File: config.mk
export PLATFORM = sky130hd
export DESIGN_NAME = adder_seq
export DESIGN_NICKNAME = d
export VERILOG_FILES = /design/src/rtl/adder_seq.sv
export SDC_FILE = /design/constraint.sdc
export NUM_CORES = 1
export LEC_CHECK = 0
export ABC_AREA = 1
export CORE_ASPECT_RATIO = 1.75
export CORE_MARGIN = 1.5
export CORE_UTILIZATION = 58
export DETAILED_ROUTE_END_ITERATION = 12
export PLACE_DENSITY = 0.86
export SYNTH_ARGS = -nofsm -noshare
export SYNTH_HDL_FRONTEND = slang
export SYNTH_SLANG_ARGS = --single-unit
File: constraint.sdc
create_clock -name clk -period 5.5 [get_ports clk]
set_input_delay 1.375 -clock clk [delete_from_list [all_inputs] [get_ports clk]]
set_output_delay 1.375 -clock clk [all_outputs]
set_load 0.005 [all_outputs]
File: src/rtl/adder_seq.sv
// Multi-cycle chunked ripple adder/subtractor.
// Operands latched on start; CHUNK bits summed per clock, LSB first.
module adder_seq #(
  parameter int WIDTH = 16,
  parameter int CHUNK = 4
) (
  input  logic             clk,
  input  logic             rst_n,
  input  logic             start,
  input  logic             sub,
  input  logic [WIDTH-1:0] a,
  input  logic [WIDTH-1:0] b,
  input  logic             cin,
  output logic [WIDTH-1:0] sum,
  output logic             carry,
  output logic             ovf,
  output logic             busy,
  output logic             done
);

  localparam int N  = WIDTH / CHUNK;
  localparam int CW = (N > 1) ? $clog2(N) : 1;
  localparam int IW = (WIDTH > 1) ? $clog2(WIDTH) : 1;
  localparam logic [CW-1:0] LAST = CW'(N - 1);

  typedef enum logic {
    IDLE,
    RUN
  } state_t;

  state_t           state_q;
  state_t           state_d;
  logic [WIDTH-1:0] a_q;
  logic [WIDTH-1:0] b_q;
  logic [WIDTH-1:0] psum_q;
  logic [WIDTH-1:0] psum_d;
  logic             c_q;
  logic [CW-1:0]    cnt_q;
  logic [IW-1:0]    idx;
  logic [CHUNK-1:0] ca;
  logic [CHUNK-1:0] cb;
  logic [CHUNK-1:0] cs;
  logic             co;
  logic             cmsb;
  logic             last;

  // One chunk of the ripple chain; cmsb recovers the carry into the top bit.
  always_comb begin
    idx    = IW'(int'(cnt_q) * CHUNK);
    ca     = a_q[idx +: CHUNK];
    cb     = b_q[idx +: CHUNK];
    {co, cs} = {1'b0, ca} + {1'b0, cb}
             + {{CHUNK{1'b0}}, c_q};
    cmsb   = cs[CHUNK-1] ^ ca[CHUNK-1]
           ^ cb[CHUNK-1];
    psum_d = psum_q;
    psum_d[idx +: CHUNK] = cs;
    last   = (cnt_q == LAST);
  end

  always_comb begin
    state_d = state_q;
    unique case (state_q)
      IDLE:    if (start) state_d = RUN;
      RUN:     if (last)  state_d = IDLE;
      default: state_d = IDLE;
    endcase
  end

  always_ff @(posedge clk or negedge rst_n) begin
    if (!rst_n) begin
      state_q <= IDLE;
    end else begin
      state_q <= state_d;
    end
  end

  always_ff @(posedge clk or negedge rst_n) begin
    if (!rst_n) begin
      a_q    <= '0;
      b_q    <= '0;
      c_q    <= 1'b0;
      psum_q <= '0;
      cnt_q  <= '0;
      sum    <= '0;
      carry  <= 1'b0;
      ovf    <= 1'b0;
      done   <= 1'b0;
    end else begin
      done <= 1'b0;
      if (state_q == IDLE) begin
        if (start) begin
          a_q    <= a;
          b_q    <= sub ? ~b : b;
          c_q    <= sub ? ~cin : cin;
          psum_q <= '0;
          cnt_q  <= '0;
        end
      end else begin
        psum_q <= psum_d;
        c_q    <= co;
        cnt_q  <= cnt_q + 1'b1;
        if (last) begin
          cnt_q <= '0;
          sum   <= psum_d;
          carry <= co;
          ovf   <= cmsb ^ co;
          done  <= 1'b1;
        end
      end
    end
  end

  assign busy = (state_q == RUN);

endmodule

# Yosys cells after proc, flatten, opt, wreduce, memory -nomap -nowiden
# Index checks and enable logic that the tools add are counted.
# classes
n_bitwise	6
shifts	4
mux	15
n_eq_ne	1
n_reduce_logical	3
addsub	4
# ops
operator	count
16-bit 2-to-1 mux	3
16-bit by 5-bit variable part select with 4-bit output	2
16-bit bitwise mux	1
16-bit NOT	1
4-bit by 6-bit variable shift with 16-bit output (first input constant)	1
4-bit by 6-bit variable part select with 16-bit output	1
1-bit 2-to-1 mux	7
2-bit 2-to-1 mux	3
4-bit negation with 6-bit output	1
4-bit by 4-bit adder with 5-bit output	1
5-bit by 1-bit adder with 5-bit output	1
2-bit AND reduction	2
1-bit bitwise XOR	3
2-bit by 1-bit adder with 2-bit output (second input constant)	1
2-bit == test (second input constant)	1
1-bit NOT	2
1-bit one-hot mux with 2 select lines	1
2-bit nonzero test	1
# word_totals
word_cells	43
inputBits	37
reg_bits	71
out_inout_bits	20

# Depth between registers and ports, before layout
# Gate-level depths: netlist of run 1.
# logic_depth
ltp_word	6
depth_mapped	16
depth_no_buf	15

# Least setup slack after synthesis of run 1
# No wires, ideal clock.
# synth_path
path_kind	register to register
start	register cnt_q[0]
end	register sum[5]
setup_time_ns	0.074
setup_slack_ns	2.734
t_required_ns	5.426
n_path_buf	2
stages_incl_launch_ff	14
period_less_slack_ns	2.766
t_arrival_ns	2.692
cell_sequence	dfrtp_1 > inv_2 > buf_6 > buf_2 > o21ai_0 > o22ai_1 > fa_1 > inv_1 > fa_1 > or2_2 > or2_1 > o22ai_2 > inv_2 > o21ai_2
# synth_between
elab_chain_cells	5
word_cells_on_any_way	10
# synth_lines
element	line_no	rtl
start: declaration	38	logic [CW-1:0] cnt_q;
start signal: assignment	102	cnt_q <= cnt_q + 1'b1;
16-bit by 5-bit variable part select with 4-bit output (on tied branches)	50, 51	
4-bit by 4-bit adder with 5-bit output	52	{co, cs} = {1'b0, ca} + {1'b0, cb}
5-bit by 1-bit adder with 5-bit output	53	+ {{CHUNK{1'b0}}, c_q};
4-bit by 6-bit variable part select with 16-bit output	57	psum_d[idx +: CHUNK] = cs;
16-bit bitwise mux	57	
end signal: assignment	105	sum <= psum_d;
end: declaration	14	output logic [WIDTH-1:0] sum,
# Parallel ways exist; a longest one is shown, timed or not.
# A chain may end at the register's enable or synchronous reset.

# Final worst setup path of run 1
# Ends and elaborated chain as after synthesis.

==> results.yml, run 1 <==
run_status:
  run_status: "finished, final reports clean"
synth:
  synth_top_area_share_pct: 50.1
  synthXorXnorAreaFrac_pct: 4.19
  yosys.area_share.simple_pct: 22.5
  synth_edf_count: 0
  synthTopCellsByCount: "nand2_1, dfrtp_1, o21ai_0"
  synthMuxAreaShare_pct: 0
  yosysMostFrequentCell: "nand2_1"
  synthAdderAreaFrac_pct: 4.30
  syn-num-nets: 483
  yosys_warnings: 0
  synthCells: 435
  yosys.area.top_type: "dfrtp_1"
  ys_seq_elements: 71
  ys_seq_area_share_pct: 50.1
  netlist_area_um2: 3550
  synth_area_leaders: "dfrtp_1, nand2_1, o21ai_0"
  synth_cell_types: 28
  syn_area_per_cell_um2: 8.16
  async_flop_share_pct: 100
  synth_compound_area_share_pct: 12.1
  synth_top_family_by_area: "simple AND/OR/NAND/NOR gates"
  synth_ff_type: "dfrtp_1"
power_and_ir_drop:
  max-vdd-ir-drop_mv: 0.354
  powerDensity_nw_per_um2: 623
  total_power_uw: 2700
  leakagePower_uw: 0.00210
sta:
  tns_ns: 0
  fmax_mhz: 291
  period_share_pct: 62.5
  rsz0062_at_grt: "no"
  worst_pin_slew_ns: 0.890
  finClkSkew_ns: 0.00959
  slew_viol_final: 0
  max_slew_margin_pct: 40.5
  setup_viol: 0
  hold_viol: 0
  period_needed_ns: 3.44
cts:
  postCtsSetupBuffers: 0
  clock_path_buffers: 2
  clkLatencyLatePin_ns: 0.36
  clkSlewWorstSetupHoldPaths_ns: 0.08
  clock_sinks: 71
  htree_levels: 3
  cts_inserted_buffers: 9
  cts-root-buf: "clkbuf_8"
  cts_tree: "built"
  cts_resized: 0
  cts_hold_buf: 0
worst_setup_path:
  path_cells: "inv_2 > o21ai_0 > o22ai_1 > fa_1 > inv_1 > fa_1 > or2_2 > or2_1 > o22ai_2 > inv_2 > o21ai_2"
  r2r-start: "cnt_q[0]$_DFFE_PN0P_"
  cp_data_arrival_time_ns: 3.71
  rr_worst_depth: 11
  r2r-end: "sum[5]$_DFFE_PN0P_"
  crit_fanout: 26
  critPathRequiredTime_ns: 5.77
  reg2reg_slack_ns: 2.06
  endpoint_kind: "flip-flop"
  cpPeakStageDelay_ns: 0.87
  crit_type: "flip-flop to flip-flop"
  start_kind: "flip-flop"
  cp_slowest_cell: "dfrtp_1"
floorplanning:
  die_h_um: 106
  num_io_pins: 57
  die_w_um: 62.1
  initial_core_util_pct: 60.4
  core_area_um2: 5880
  die_area_um2: 6620
  rows: 37
route:
  viasPerCell: 5.35
  routedWlPerCell_um: 14.3
  totalWireLength_um: 8120
  dr.pass1.iters: 4
  via_count: 3040
  drcViolationCount: 0
  ant_nets: 0
  drt-initial-drc-count: 138
grt:
  antenna_found_initial: 0
  track_usage_pct: 27.5
  grt_max_degree: 49
  grt_pass1_wl_um: 13900
  grt_overflow: 0
  grt_pass1_vias: 3100
placed_design:
  place_congestion: 0.838
  portBuffers: 56
  dp_hpwl_um: 6010
worst_hold_path:
  whs_endpoint: "sum[11]$_DFFE_PN0P_"
  min_path_cells: 2
  holdCritStartpoint: "sum[11]$_DFFE_PN0P_"
  hp-class: "flip-flop to flip-flop"
layout:
  n_antenna_cell: 0
  nNetsFinal: 533
  final_layout_size_suffix_gt1_share_pct: 5.71
  fill_cells: 454
  syn2layout_area_growth_pct: 22.0
run:
  drv_cap: 0
-- worst max-delay path by stage --
stage / start / to / slack, ns
floorplan: cnt_q[0]$_DFFE_PN0P_ / sum[5]$_DFFE_PN0P_ / 2.73
global placement: cnt_q[0]$_DFFE_PN0P_ / sum[5]$_DFFE_PN0P_ / 2.25
CTS: cnt_q[0]$_DFFE_PN0P_ / sum[5]$_DFFE_PN0P_ / 2.11
detailed placement: cnt_q[0]$_DFFE_PN0P_ / sum[5]$_DFFE_PN0P_ / 2.14
global route: cnt_q[0]$_DFFE_PN0P_ / sum[13]$_DFFE_PN0P_ / 1.80
finish: cnt_q[0]$_DFFE_PN0P_ / sum[5]$_DFFE_PN0P_ / 2.06
-- metrics by stage --
stage               setup WS (ns)  util, %  cells  cell area [um^2]  hold slack [ns]
finish                       2.06     73.7    568              4330            0.478
global route                 1.80     73.7    568              4330            0.508
CTS                          2.11     73.7    568              4330            0.484
detailed placement           2.14     70.1    552              4120            0.465
global placement             2.25     70.1    552              4120            0.461
floorplan                    2.73        -    435              3550            0.444
-- state kept, by name (all words and copies together) (netlist names), 2 cells and up --
register	count
sum	16
cnt_q	2
a_q	16
b_q	16
psum_q	16
-- cells in the final DEF, fill, tap and decap left out --
master           instances
nand2_1                170
dfrtp_1                 71
clkdlybuf4s50_1         55
o21ai_0                 43
inv_1                   34
xnor2_1                 16
o22ai_1                 15
nand3_1                 15
nor2_1                  13
ha_1                     9
clkbuf_8                 9
a21oi_1                  6
inv_2                    4
clkinv_2                 4
nand4_1                  3
a32oi_1                  2
a22oi_1                  2
o22ai_2                  2
o21ai_1                  2
fa_1                     2
bufinv_16                2
buf_4                    2
nor2_2                   1
xor2_1                   1
or2_2                    1
or2_1                    1
o31ai_1                  1
o21ai_2                  1
o211ai_1                 1
clkinvlp_4               1
buf_2                    1
-- metal layers --
layer | wire (um) | share of wire (%) | vias to the layer above | track usage (%)
li1 | - | - | 1490 | -
met1 | 2880 | 35 | 1413 | 28.1
met2 | 4360 | 54 | 98 | 48.6
met3 | 345 | 4.2 | 39 | 6.46
met4 | 537 | 6.6 | 0 | 20.0
met5 | 0 | 0 | - | 0
-- report_power, final --
group | total (uW) | internal [uW] | switching [uW]
Clock | 444 | 252 | 192
Sequential | 923 | 745 | 178
Combinational | 1330 | 517 | 814
Total | 2700 | 1510 | 1180
-- critical path: cells and delay by family (launching register included) --
family                   cells  cell delay [ns]
AO/OA/AOI/OAI                4             0.59
adder cells (fa/ha/maj)      2             0.85
buffers and inverters        3             0.50
flip-flops                   1             0.87
AND/OR/NAND/NOR              2             0.52
-- final cells by class --
| cell class | instances | area [um^2] | share of cell area (%) |
|---|---|---|---|
| multi-input combinational | 307 | 1530 | 35.4 |
| clock inverter | 7 | 87.6 | 2.02 |
| sequential | 71 | 1780 | 41.0 |
| inverter | 38 | 143 | 3.29 |
| timing repair buffer | 58 | 571 | 13.2 |
| tap | 78 | 97.6 | 2.25 |
| clock buffer | 9 | 124 | 2.86 |
-- kinds of logic after synthesis --
family / count (synthesis)
adders and majority gates: 11
AOI/OAI and AO/OA: 75
DFF: 71
and+or+nand+nor: 204
xor gates and xnor gates: 17
buffers and inverters: 57
No activity file was read; power rests on OpenSTA's default activity.
==> inputs of run 2 (changes only) <==
- CORE_UTILIZATION: 58 -> 54
- PLACE_DENSITY: 0.86 -> 0.8
- clock period: 5.5 -> 3.4 ns (I/O delays scaled with it)
==> run 2 against run 1 <==
Compared with the run above: final cell count rose by 1.2%; clock power rose by 85%; cell area rose by 2.0%; routed wire length fell by 0.48%; critical path type unchanged; largest power group unchanged.
==> results.yml, run 2 (same netlist as run 1, synthesis figures left out) <==
worst_hold_path:
  whs_endpoint: "sum[6]$_DFFE_PN0P_"
  hp-class: "flip-flop to flip-flop"
  holdCritStartpoint: "sum[6]$_DFFE_PN0P_"
  min_path_cells: 2
grt:
  antenna_found_initial: 0
  grt_max_degree: 42
  grt_pass1_vias: 3162
  track_usage_pct: 25.7
  grt_overflow: 0
  grt_pass1_wl_um: 13800
sta:
  hold_viol: 0
  setup_viol: 0
  period_share_pct: 85.1
  rsz0062_at_grt: "no"
  period_needed_ns: 2.89
  max_slew_margin_pct: 54.1
  fmax_mhz: 345
  worst_pin_slew_ns: 0.688
  tns_ns: 0
  finClkSkew_ns: 0.0116
  slew_viol_final: 0
worst_setup_path:
  r2r-end: "psum_q[13]$_DFFE_PN0P_"
  crit_fanout: 24
  cp_top_family: "adder cells"
  critical_path_buf_inv_count: 2
  cp_common_cell: "fa_1"
  cp_slowest_cell: "dfrtp_2"
  reg2reg_slack_ns: 0.51
  start_kind: "flip-flop"
  cpPeakStageDelay_ns: 0.51
  endpoint_kind: "flip-flop"
  rr_worst_depth: 11
  r2r-start: "cnt_q[0]$_DFFE_PN0P_"
  cp_data_arrival_time_ns: 3.19
  path_cells: "inv_2 > o21ai_0 > o22ai_1 > fa_1 > inv_1 > fa_1 > or2_2 > or2_1 > nor2_1 > a21oi_1 > o21ai_1"
  critPathRequiredTime_ns: 3.70
  crit_type: "flip-flop to flip-flop"
layout:
  nNetsFinal: 538
  fin_util_pct: 70.4
  fill_cells: 550
  layout_common_cells: "nand2_1, dfrtp_1, clkdlybuf4s50_1"
  finalNonFillerCells: 575
  final_layout_size_suffix_gt1_share_pct: 6.87
  layout_commonest_cell: "nand2_1"
  n_antenna_cell: 0
  syn2layout_area_growth_pct: 24.5
  stdcell_area_um2: 4420
placed_design:
  place_congestion: 0.909
  portBuffers: 56
  placed_cells: 559
  dp_hpwl_um: 6030
  postPlaceCellArea_um2: 4170
power_and_ir_drop:
  max-vdd-ir-drop_mv: 0.547
  powerDensity_nw_per_um2: 1030
  leakagePower_uw: 0.00214
floorplanning:
  core_area_um2: 6280
  initial_core_util_pct: 56.6
  die_w_um: 64.3
  rows: 38
  num_io_pins: 57
  die_h_um: 110
  die_area_um2: 7090
run_status:
  run_status: "finished, final reports clean"
route:
  drt-initial-drc-count: 177
  ant_nets: 0
  routedWlPerCell_um: 14.1
  dr.pass1.iters: 4
  viasPerCell: 5.32
  drcViolationCount: 0
  via_count: 3058
  totalWireLength_um: 8080
run:
  drv_cap: 0
cts:
  clkLatencyLatePin_ns: 0.36
  clock_path_buffers: 2
  clkSlewWorstSetupHoldPaths_ns: 0.08
  postCtsSetupBuffers: 0
  cts_inserted_buffers: 9
  cts-root-buf: "clkbuf_8"
  clock_sinks: 71
  cts_tree: "built"
  htree_levels: 3
## run 2: cell types whose count changed in the layout (fill, tap and decap cells not counted), sizes merged
cell / delta
buf: +5
bufinv: +1
clkbuf: +1
clkinv: -2
## run 2: how the worst max path moves through the flow
stage,from,to,slack (ns),depth (start not counted)
6_report,cnt_q[0]$_DFFE_PN0P_,psum_q[13]$_DFFE_PN0P_,0.51,11
5_1_grt,cnt_q[0]$_DFFE_PN0P_,sum[13]$_DFFE_PN0P_,0.21,11
4_1_cts,cnt_q[0]$_DFFE_PN0P_,psum_q[13]$_DFFE_PN0P_,0.33,11
3_5_place_dp,cnt_q[0]$_DFFE_PN0P_,psum_q[13]$_DFFE_PN0P_,0.34,11
3_3_place_gp,cnt_q[0]$_DFFE_PN0P_,sum[5]$_DFFE_PN0P_,0.45,11
2_1_floorplan,cnt_q[0]$_DFFE_PN0P_,sum[5]$_DFFE_PN0P_,0.63,13
## run 2: where the power goes
| part | internal (uW) | switching [uW] |
|---|---|---|
| registers | 1210 | 243 |
| logic | 871 | 1390 |
| clock network | 504 | 317 |
## run 2: routing by layer
metal / vias to the layer above / share of wire (%) / track usage [%]
li1: 1500 / - / -
met2: 88 / 54 / 46.2
met4: 0 / 4.7 / 17.2
met5: - / 0 / 0
met1: 1445 / 37 / 25.9
met3: 25 / 4.3 / 6.50
## run 2: worst reg2reg max path, stage by stage, from the launching register on
cell and delay, ns:
dfrtp_2 0.51, inv_2 0.23, o21ai_0 0.22, o22ai_1 0.11, fa_1 0.42, inv_1 0.09
fa_1 0.43, or2_2 0.30, or2_1 0.24, nor2_1 0.10, a21oi_1 0.06, o21ai_1 0.12
## run 2: layout make-up
class	count	area [um^2]	area share [%]
repair buffers	63	621	14.0
multi-input cells	307	1530	34.7
inverters	38	143	3.23
flip-flops and latches	71	1780	40.2
clock inverters	6	108	2.44
clock buffers	10	138	3.12
well taps	80	100	2.27
## run 2: repair_timing
item / in CTS / in global routing
hold buffers: 0 / 0
endpoints found under the setup margin: 0 / 2
gates resized for setup: 0 / 1
## run 2: through the flow
step / power (uW) / hold WS [ns] / setup WS [ns]
floorplan: 2980 / 0.444 / 0.634
global placement: 3600 / 0.462 / 0.451
detailed placement: 3700 / 0.465 / 0.342
CTS: 4530 / 0.484 / 0.333
global route: 4900 / 0.501 / 0.205
finish: 4530 / 0.480 / 0.505
==> inputs of run 3 (changes only) <==
- CAP_MARGIN: unset -> 20
==> results of run 3 <==
The final DEF is identical to that of run 2; final timing and power are the same.
